===== src/rtl/uart_rx_frame.sv =====
// uart_rx_frame
// Receives 7 consecutive UART characters (start, 8 data LSB first, optional
// parity, stop) and reassembles them into one 56-bit frame, character 0 in
// the most significant byte. Parity and stop errors are accumulated over the
// frame. A partial frame is dropped if the line stays quiet for too long.
//
// Ports
//   CLK       system clock
//   RST       asynchronous active-low reset
//   SData_Rx  serial line, idle high, asynchronous to CLK
//   clk_rate  bit period select: 16 << clk_rate CLK cycles
//   ParEN     1 = characters carry a parity bit
//   ParType   0 = even parity, 1 = odd parity
//   RX_DATA   last complete frame, held until the next one completes
//   RX_VLD    one-cycle strobe: RX_DATA / PAR_ERR / FRM_ERR updated
//   PAR_ERR   some character of the delivered frame had a parity mismatch
//   FRM_ERR   some character of the delivered frame had a low stop bit
//   TO_ERR    one-cycle strobe: a partial frame was discarded by timeout
//   BUSY      a frame is in progress
module uart_rx_frame #(
    parameter int TO_BITS = 16
) (
    input  logic        CLK,
    input  logic        RST,
    input  logic        SData_Rx,
    input  logic [1:0]  clk_rate,
    input  logic        ParEN,
    input  logic        ParType,
    output logic [55:0] RX_DATA,
    output logic        RX_VLD,
    output logic        PAR_ERR,
    output logic        FRM_ERR,
    output logic        TO_ERR,
    output logic        BUSY
);

    localparam int TO_W = $clog2(TO_BITS * 128 + 1);

    typedef enum logic [2:0] {
        ST_IDLE, ST_START, ST_DATA, ST_PAR, ST_STOP, ST_BRK, ST_GAP
    } state_t;

    // Parity check: true when data plus received parity bit match the selected sense.
    function automatic logic par_ok(input logic [7:0] d, input logic p, input logic odd);
        return ((^d) ^ p) == odd;
    endfunction

    state_t          state_r, state_nxt_s;
    logic            sync1_r, rxs_r;
    logic [7:0]      bit_cnt_r;
    logic [2:0]      bit_idx_r;
    logic [7:0]      shreg_r;
    logic [2:0]      char_cnt_r;
    logic [47:0]     asm_r;
    logic [1:0]      rate_r;
    logic            par_en_r, par_type_r;
    logic            par_e_r, frm_e_r;
    logic [TO_W-1:0] to_cnt_r;

    logic [7:0]      bit_cyc_s, half_s;
    logic [TO_W-1:0] to_lim_s;
    logic            last_s, to_hit_s, in_char_s, in_wait_s;
    logic            start_det_s, confirm_s, bit_rst_s, sample_s, par_chk_s;
    logic            char_done_s, bad_stop_s, deliver_s, timeout_s;

    // Per-character timing derived from the configuration latched at start detect.
    assign bit_cyc_s = 8'd16 << rate_r;
    assign half_s    = (bit_cyc_s >> 1) - 8'd1;
    assign last_s    = (bit_cnt_r == bit_cyc_s - 8'd1);
    assign to_lim_s  = TO_W'(TO_BITS) << (3'd4 + {1'b0, rate_r});
    assign to_hit_s  = (to_cnt_r == to_lim_s - TO_W'(1));
    assign in_char_s = (state_r == ST_START) || (state_r == ST_DATA) ||
                       (state_r == ST_PAR)   || (state_r == ST_STOP);
    assign in_wait_s = (state_r == ST_GAP) || (state_r == ST_BRK);

    // Two-flop synchronizer for the asynchronous serial line (idles high).
    always_ff @(posedge CLK or negedge RST) begin
        if (!RST) begin
            sync1_r <= 1'b1;
            rxs_r   <= 1'b1;
        end else begin
            sync1_r <= SData_Rx;
            rxs_r   <= sync1_r;
        end
    end

    // State register.
    always_ff @(posedge CLK or negedge RST) begin
        if (!RST) begin
            state_r <= ST_IDLE;
        end else begin
            state_r <= state_nxt_s;
        end
    end

    // Next-state logic and per-cycle control strobes for the datapath.
    always_comb begin
        state_nxt_s = state_r;
        start_det_s = 1'b0;
        confirm_s   = 1'b0;
        bit_rst_s   = 1'b0;
        sample_s    = 1'b0;
        par_chk_s   = 1'b0;
        char_done_s = 1'b0;
        bad_stop_s  = 1'b0;
        deliver_s   = 1'b0;
        timeout_s   = 1'b0;
        case (state_r)
            ST_IDLE: begin
                if (!rxs_r) begin
                    start_det_s = 1'b1;
                    state_nxt_s = ST_START;
                end else begin
                    state_nxt_s = ST_IDLE;
                end
            end
            ST_START: begin
                if (bit_cnt_r == half_s) begin
                    bit_rst_s = 1'b1;
                    if (rxs_r) begin
                        // Glitch: resume waiting without touching the character count.
                        state_nxt_s = (char_cnt_r == 3'd0) ? ST_IDLE : ST_GAP;
                    end else begin
                        confirm_s   = 1'b1;
                        state_nxt_s = ST_DATA;
                    end
                end else begin
                    state_nxt_s = ST_START;
                end
            end
            ST_DATA: begin
                if (last_s) begin
                    bit_rst_s = 1'b1;
                    sample_s  = 1'b1;
                    if (bit_idx_r == 3'd7) begin
                        state_nxt_s = par_en_r ? ST_PAR : ST_STOP;
                    end else begin
                        state_nxt_s = ST_DATA;
                    end
                end else begin
                    state_nxt_s = ST_DATA;
                end
            end
            ST_PAR: begin
                if (last_s) begin
                    bit_rst_s   = 1'b1;
                    par_chk_s   = 1'b1;
                    state_nxt_s = ST_STOP;
                end else begin
                    state_nxt_s = ST_PAR;
                end
            end
            ST_STOP: begin
                if (last_s) begin
                    bit_rst_s   = 1'b1;
                    char_done_s = 1'b1;
                    bad_stop_s  = !rxs_r;
                    deliver_s   = (char_cnt_r == 3'd6);
                    if (!rxs_r) begin
                        state_nxt_s = ST_BRK;
                    end else begin
                        state_nxt_s = (char_cnt_r == 3'd6) ? ST_IDLE : ST_GAP;
                    end
                end else begin
                    state_nxt_s = ST_STOP;
                end
            end
            ST_BRK: begin
                // After a delivered frame char_cnt is 0: just wait for the line to recover.
                if (rxs_r) begin
                    state_nxt_s = (char_cnt_r == 3'd0) ? ST_IDLE : ST_GAP;
                end else if ((char_cnt_r != 3'd0) && to_hit_s) begin
                    timeout_s   = 1'b1;
                    state_nxt_s = ST_IDLE;
                end else begin
                    state_nxt_s = ST_BRK;
                end
            end
            ST_GAP: begin
                if (!rxs_r) begin
                    start_det_s = 1'b1;
                    state_nxt_s = ST_START;
                end else if (to_hit_s) begin
                    timeout_s   = 1'b1;
                    state_nxt_s = ST_IDLE;
                end else begin
                    state_nxt_s = ST_GAP;
                end
            end
            default: begin
                state_nxt_s = ST_IDLE;
            end
        endcase
    end

    // Bit timing, timeout counter and per-character configuration capture.
    always_ff @(posedge CLK or negedge RST) begin
        if (!RST) begin
            bit_cnt_r  <= 8'd0;
            to_cnt_r   <= '0;
            rate_r     <= 2'd0;
            par_en_r   <= 1'b0;
            par_type_r <= 1'b0;
        end else begin
            if (in_char_s && !bit_rst_s) begin
                bit_cnt_r <= bit_cnt_r + 8'd1;
            end else begin
                bit_cnt_r <= 8'd0;
            end
            // The timeout keeps running across BRK -> GAP; any other state restarts it.
            if (in_wait_s) begin
                to_cnt_r <= to_cnt_r + TO_W'(1);
            end else begin
                to_cnt_r <= '0;
            end
            if (start_det_s) begin
                rate_r     <= clk_rate;
                par_en_r   <= ParEN;
                par_type_r <= ParType;
            end else begin
                rate_r     <= rate_r;
                par_en_r   <= par_en_r;
                par_type_r <= par_type_r;
            end
        end
    end

    // Character shifting, frame assembly, sticky error flags and outputs.
    always_ff @(posedge CLK or negedge RST) begin
        if (!RST) begin
            bit_idx_r  <= 3'd0;
            shreg_r    <= 8'd0;
            char_cnt_r <= 3'd0;
            asm_r      <= 48'd0;
            par_e_r    <= 1'b0;
            frm_e_r    <= 1'b0;
            RX_DATA    <= 56'd0;
            RX_VLD     <= 1'b0;
            PAR_ERR    <= 1'b0;
            FRM_ERR    <= 1'b0;
            TO_ERR     <= 1'b0;
            BUSY       <= 1'b0;
        end else begin
            RX_VLD <= deliver_s;
            TO_ERR <= timeout_s;

            if (confirm_s) begin
                bit_idx_r <= 3'd0;
            end else if (sample_s) begin
                bit_idx_r <= bit_idx_r + 3'd1;
            end else begin
                bit_idx_r <= bit_idx_r;
            end

            if (sample_s) begin
                shreg_r <= {rxs_r, shreg_r[7:1]};
            end else begin
                shreg_r <= shreg_r;
            end

            if (char_done_s) begin
                asm_r <= {asm_r[39:0], shreg_r};
            end else begin
                asm_r <= asm_r;
            end

            if (deliver_s || timeout_s) begin
                char_cnt_r <= 3'd0;
            end else if (char_done_s) begin
                char_cnt_r <= char_cnt_r + 3'd1;
            end else begin
                char_cnt_r <= char_cnt_r;
            end

            // Stop error of the 7th character is folded straight into FRM_ERR.
            if (deliver_s) begin
                RX_DATA <= {asm_r, shreg_r};
                PAR_ERR <= par_e_r;
                FRM_ERR <= frm_e_r | bad_stop_s;
            end else begin
                RX_DATA <= RX_DATA;
                PAR_ERR <= PAR_ERR;
                FRM_ERR <= FRM_ERR;
            end

            if (deliver_s || timeout_s) begin
                par_e_r <= 1'b0;
                frm_e_r <= 1'b0;
            end else begin
                par_e_r <= par_e_r | (par_chk_s && !par_ok(shreg_r, rxs_r, par_type_r));
                frm_e_r <= frm_e_r | (char_done_s && bad_stop_s);
            end

            // BUSY rises only on a confirmed start bit so line glitches stay invisible.
            if (deliver_s || timeout_s) begin
                BUSY <= 1'b0;
            end else if (confirm_s) begin
                BUSY <= 1'b1;
            end else begin
                BUSY <= BUSY;
            end
        end
    end

endmodule


===== config.mk =====
export PLATFORM = sky130hd
export DESIGN_NAME = uart_rx_frame
export DESIGN_NICKNAME = d
export VERILOG_FILES = /design/src/rtl/uart_rx_frame.sv
export SDC_FILE = /design/constraint.sdc
export NUM_CORES = 1
export LEC_CHECK = 0
export ABC_AREA = 0
export CAP_MARGIN = 15
export CELL_PAD_IN_SITES_DETAIL_PLACEMENT = 0
export CELL_PAD_IN_SITES_GLOBAL_PLACEMENT = 1
export CORE_MARGIN = 10
export CORE_UTILIZATION = 38
export CTS_BUF_LIST = sky130_fd_sc_hd__clkbuf_4
export CTS_CLUSTER_SIZE = 30
export DETAILED_ROUTE_END_ITERATION = 16
export DONT_BUFFER_PORTS = 1
export PLACE_DENSITY_LB_ADDON = 0.1
export RECOVER_POWER = 50
export SLEW_MARGIN = 20
export SYNTH_ARGS = -nofsm -noshare
export SYNTH_HDL_FRONTEND = slang
export SYNTH_SLANG_ARGS = --single-unit

===== constraint.sdc =====
create_clock -name CLK -period 6.3 [get_ports CLK]
set_input_delay 1.575 -clock CLK [delete_from_list [all_inputs] [get_ports CLK]]
set_output_delay 1.575 -clock CLK [all_outputs]
set_load 0.02 [all_outputs]

* Word level (Yosys, flattened, before mapping)
Index checks and enable logic that the tools add are counted. Widths: inputs -> output; s select.
Word-level totals: register bits 154, input bits 7
Cells by class: add/subtract/negate cells 8, eq/ne operators 12, shift operators 2, multiplexer cells 45, bitwise gates (word level) 4, reductions and logical operators 21
Operator list (number):
- $mux 3 | 18
- $mux 1 | 22
- $pmux 3 s7 | 1
- $eq 8x8->1 | 2
- $eq 3x3->1 const B | 5
- $add 12x1->12 const B | 1
- $eq 12x12->1 | 1
- $mux 12 | 1
- $shl 5x3->12 const A | 1
- $sub 12x1->12 const B | 1
- $add 8x1->8 const B | 1
- $mux 8 | 1
- $reduce_xor 8->1 | 1
- $shl 5x2->8 const A | 1
- $sub 7x1->8 const B | 1
- $sub 8x1->8 const B | 1
- $add 3x1->3 const B | 2
- $eq 3x2->1 const B | 2
- $logic_not 3->1 | 2
- $reduce_bool 2->1 | 3
- $logic_or 1x1->1 | 5
- $logic_and 1x1->1 | 4
- $pmux 1 s2 | 2
- $add 3x2->3 const A | 1
- 8 further kinds | 12

* Depth between registers and ports, before layout
depth in word-level cells 10, depth in mapped cells 8, mapped depth without buffers 7

* Worst setup path after synthesis
No wires, ideal clock.
kind reg-to-reg, start register bit_cnt_r[0], end register RX_DATA[10], setup time 0.125 ns, arrival 2.085 ns, required time 6.175 ns, path slack 4.090 ns, cell stages (with the launch flop) 8, clock period less this slack 2.210 ns, cell sequence dfrtp_1 -> ha_1 -> nand3_2 -> or3_1 -> buf_6 -> nor4_4 -> buf_6 -> mux2_4
Between the ends: word-level cells in the longest chain between the ends 3
Ends and longest elaborated chain:
- start: declaration | RTL line 50 | logic [7:0] bit_cnt_r;
- start signal: assignment | RTL line 206 | bit_cnt_r <= bit_cnt_r + 8'd1;
- $eq 8x8->1 | RTL line 69 | assign last_s = (bit_cnt_r == bit_cyc_s - 8'd1);
- $mux 1 | RTL line 154 | if (last_s) begin
- $mux 1 | RTL line 108 | case (state_r)
- end signal: assignment | RTL line 277 | RX_DATA <= {asm_r, shreg_r};
- end: declaration | RTL line 29 | output logic [55:0] RX_DATA,
Every way passes these cells. A chain may end at the register's enable or synchronous reset.

* Worst setup path in the final report
start register to_cnt_r[0], end register BUSY
Between the ends: word-level cells in the longest chain between the ends 7, elaborated cells between the ends (all ways) 10, those cells by class eq/ne (1); mux (6); reduce/logical (3)
Ends and longest elaborated chain:
- start: declaration | RTL line 58 | logic [TO_W-1:0] to_cnt_r;
- start signal: assignment | RTL line 212 | to_cnt_r <= to_cnt_r + TO_W'(1);
- $eq 12x12->1 * | RTL line 71 | assign to_hit_s = (to_cnt_r == to_lim_s - TO_W'(1));
- $logic_and 1x1->1 | RTL line 172 | end else if ((char_cnt_r != 3'd0) && to_hit_s) begin
- $mux 1 | RTL line 172
- $mux 1 | RTL line 170 | if (rxs_r) begin
- $pmux 1 s2 * | RTL line 108
- net timeout_s | RTL line 64 | logic char_done_s, bad_stop_s, deliver_s, timeout_s;
- $logic_or 1x1->1 * | RTL line 295 | if (deliver_s || timeout_s) begin
- $mux 1 or $reduce_bool 2->1 (tied branches)
- end signal: assignment | RTL line 296 | BUSY <= 1'b0;
- end signal: assignment | RTL line 298 | BUSY <= 1'b1;
- end signal: assignment | RTL line 300 | BUSY <= BUSY;
- end: declaration | RTL line 34 | output logic BUSY
Mark *: on every way through the listed nets, which the timed path passes. The rest lies on a longest branch.

==> flow_summary_export.csv <==
group,metric,value,unit
run_status,status,"complete, but fails checks",
run_status,violations,"max-capacitance violations, max-slew violations",
routing,first_iter_violations,208,
setup_path,arrival,4.00,ns
worst_hold_path,hold_path_class,"reg -> reg",
global_routing,overflow,0,
setup_path,cp_slowest_stage_delay,1.77,ns
clock_network,h-tree-depth,4,
setup_path,path_cells,"ha_1 > nand3_1 > or3_1 > a2111oi_0 > or2_2 > o21ba_1",
setup_path,worstSetupPathType,"reg -> reg",
global_routing,grt_usage,11.11,%
sta,setup_ws,2.744,ns
final_layout,multi_input_area,2696,um2
final_layout,drive_gt1_share,33.95,%
clock_network,cts_buffers,17,
sta,hold_viol,0,
logic_synthesis,netlist_instances,470,
setup_path,cp_slowest_cell,"a2111oi_0",
placed_design,pre_cts_ws,3.410,ns
job,maxCapViolations,1,
floorplan,rows,48,
logic_synthesis,synth_cell_types,53,
logic_synthesis,yosysSeqAreaShare,57.08,%
floorplan,core,17360,um2
logic_synthesis,synth_top_family_by_area,"multiplexers",
clock_network,postCtsSetupBuffers,0,
clock_network,clk_latency,0.54,ns
global_routing,grt_pass1_vias,3676,
placed_design,port_buffers,0,
floorplan,start_util,38.92,%
sta,tightest_slew,2.185,ns
final_layout,areaGrowthSynthToFinish,6.316,%
final_layout,nets,484,
logic_synthesis,avgSynthCellArea,14.37,um2
setup_path,worstPathRequired,6.74,ns
setup_path,setup.worst_path.start_class,"flop",
power,leakage,0.003372,uW
sta,layout_min_cycle_time,3.556,ns
floorplan,die_w,153.3,um
floorplan,ios,68,
logic_synthesis,synthTopCellsByCount,"dfrtp_1, mux2_2, mux2_4",
logic_synthesis,synth_flop_cell,"dfrtp_1",
sta,timing.fmax,281.2,MHz
sta,skew,0.02479,ns
logic_synthesis,yosys.area_share.simple,8.483,%
routing,drc,0,
placed_design,post-dp-hpwl,8197,um
sta,finalMaxSlewViolations,6,
sta,finalSetupTns,0,ns
clock_network,cts_num_sinks,154,
routing,ant_nets,0,
setup_path,crit_fanout,6,
sta,slew_headroom,-49.46,%
logic_synthesis,ys_warn_count,0,
clock_network,cts.repair.resized,0,
sta,finalSetupViolCount,0,
logic_synthesis,synthMuxAreaShare,22.97,%
logic_synthesis,yosys.area.top_type,"dfrtp_1",
final_layout,seq_area,3856,um2
logic_synthesis,synth_fa_ha_area_share,1.297,%
placed_design,gp_congestion,0.7508,
clock_network,cts-root-buf,"clkbuf_4",
logic_synthesis,yosys_register_bits,154,
global_routing,grt_max_degree,155,
setup_path,cp-end-kind,"flop",
clock_network,ctsHoldBuffers,0,
worst_hold_path,hold_start,"sync1_r$_DFF_PN1_",
logic_synthesis,synth_compound_area_share,3.575,%
setup_path,startpoint,"to_cnt_r[0]$_DFF_PN0_",
global_routing,grt_pass1_wl,21180,um
sta,finalCritPeriodShare,56.45,%
logic_synthesis,yosysMostFrequentCell,"dfrtp_1",
floorplan,die-height,153.3,um
logic_synthesis,synth_xor_area_share,3.964,%
routing,wl,12740,um
clock_network,clkTransAtPathRegs,0.13,ns
logic_synthesis,synthArstFlopShare,100.0,%
routing,first_pass_iters,4,
setup_path,timing.rr.start,"to_cnt_r[0]$_DFF_PN0_",
sta,rsz0062_at_grt,"no",
logic_synthesis,synth_edf_count,0,
routing,dr_total_vias,3580,
clock_network,clockBufferDepth,2,
logic_synthesis,synth.area.top_cells,"dfrtp_1, mux2_4, mux2_2",
logic_synthesis,syn_area,6755,um2
power,ir_drop,0.1495,mV
final_layout,fillers,1637,
logic_synthesis,synth_top_area_share,56.31,%
floorplan,die_area,23510,um2
routing,viasPerCell,5.049,
clock_network,tritoncts,"built",
logic_synthesis,syn_nets,484,
global_routing,antenna_found_initial,1,
routing,routedWlPerCell,17.97,um
power,power_density,270.2,nW/um2
critical path, delay by kind of cell (launching register included):
| kind | cells | cell delay [ns] |
|---|---|---|
| compound gates | 2 | 1.92 |
| fa+ha+maj | 1 | 0.20 |
| flops | 1 | 0.40 |
| simple gates | 3 | 0.96 |
cell families after synthesis:
kind of cell	after synthesis
compound gates	29
xor+xnor	29
fa+ha+maj	7
buf+inv	27
flops	154
mux	119
simple gates	105
stage by stage:
step                      hold WS (ns)  cells  area, um2  power [uW]  util (%)
final                           0.3697    709       7182        1940     41.38
after global routing            0.3762    709       7182        2052     41.38
after CTS                       0.3712    708       7206        1976     41.52
after detailed placement        0.3522    676       6902        1324     39.76
after global placement          0.3458    676       6902        1321     39.76
after floorplan                 0.3452    470       6755        1287         -
sequential cells by signal (all words and copies together) (netlist names):
register,flops
par_type_r,1
FRM_ERR,1
to_cnt_r,12
char_cnt_r,3
TO_ERR,1
rate_r,2
state_r,3
RX_DATA,56
shreg_r,8
bit_idx_r,3
par_en_r,1
BUSY,1
asm_r,48
PAR_ERR,1
frm_e_r,1
rxs_r,1
par_e_r,1
bit_cnt_r,8
sync1_r,1
RX_VLD,1
report_power, final:
| part | leakage [uW] | internal, uW | switching [uW] | total, uW |
|---|---|---|---|---|
| registers | 0.00212 | 1020 | 72.0 | 1100 |
| clock network | 0.000153 | 281 | 364 | 645 |
| logic | 0.00109 | 93.3 | 106 | 199 |
path summary, 6_finish.rpt:
| kind | slack, ns | to | cells after the start |
|---|---|---|---|
| worst max-delay path | 2.74 | BUSY$_DFFE_PN0P_ | 6 |
| worst min-delay path | 0.37 | rxs_r$_DFF_PN1_ | 0 |
| worst max register to register | 2.74 | BUSY$_DFFE_PN0P_ | 6 |
| worst min register to register | 0.37 | rxs_r$_DFF_PN1_ | 0 |
| max in group asynchronous | 5.32 | rxs_r$_DFF_PN1_ | 0 |
| min in group asynchronous | 0.70 | RX_DATA[40]$_DFFE_PN0P_ | 0 |
layout make-up:
type                       instances  area share [%]
antenna                            1         0.03484
clock buffer                      18           1.882
clock inverter                    14           2.352
inverter                           6          0.3136
multi-input combinational        289           37.54
sequential                       154           53.69
tap                              225           3.920
timing repair buffer               2          0.2613
layer usage:
layer	vias to the layer above	routed length [um]	GRT usage (%)
met2	72	5623	15.33
met4	0	121	3.374
met3	6	929	4.742
met5	-	0	0
met1	1835	6068	15.29
li1	1667	-	-
layout by cell type (no fill, tap or decap), types with 3 or more instances in the layout:
cell type / n
nor2_1: 36
nor3_1: 6
inv_6: 3
nand4_1: 7
clkbuf_4: 18
xnor2_1: 18
a31oi_1: 4
clkinvlp_4: 4
and3_1: 3
inv_1: 5
dfrtp_1: 152
mux2_4: 57
ha_1: 7
nand3_1: 9
bufinv_16: 3
nor2b_1: 3
nor4_1: 5
a21oi_1: 6
or3_1: 4
o21ai_0: 5
mux2_2: 60
nand2_1: 15
xor2_1: 10
Power figures use the tool's default switching activity.
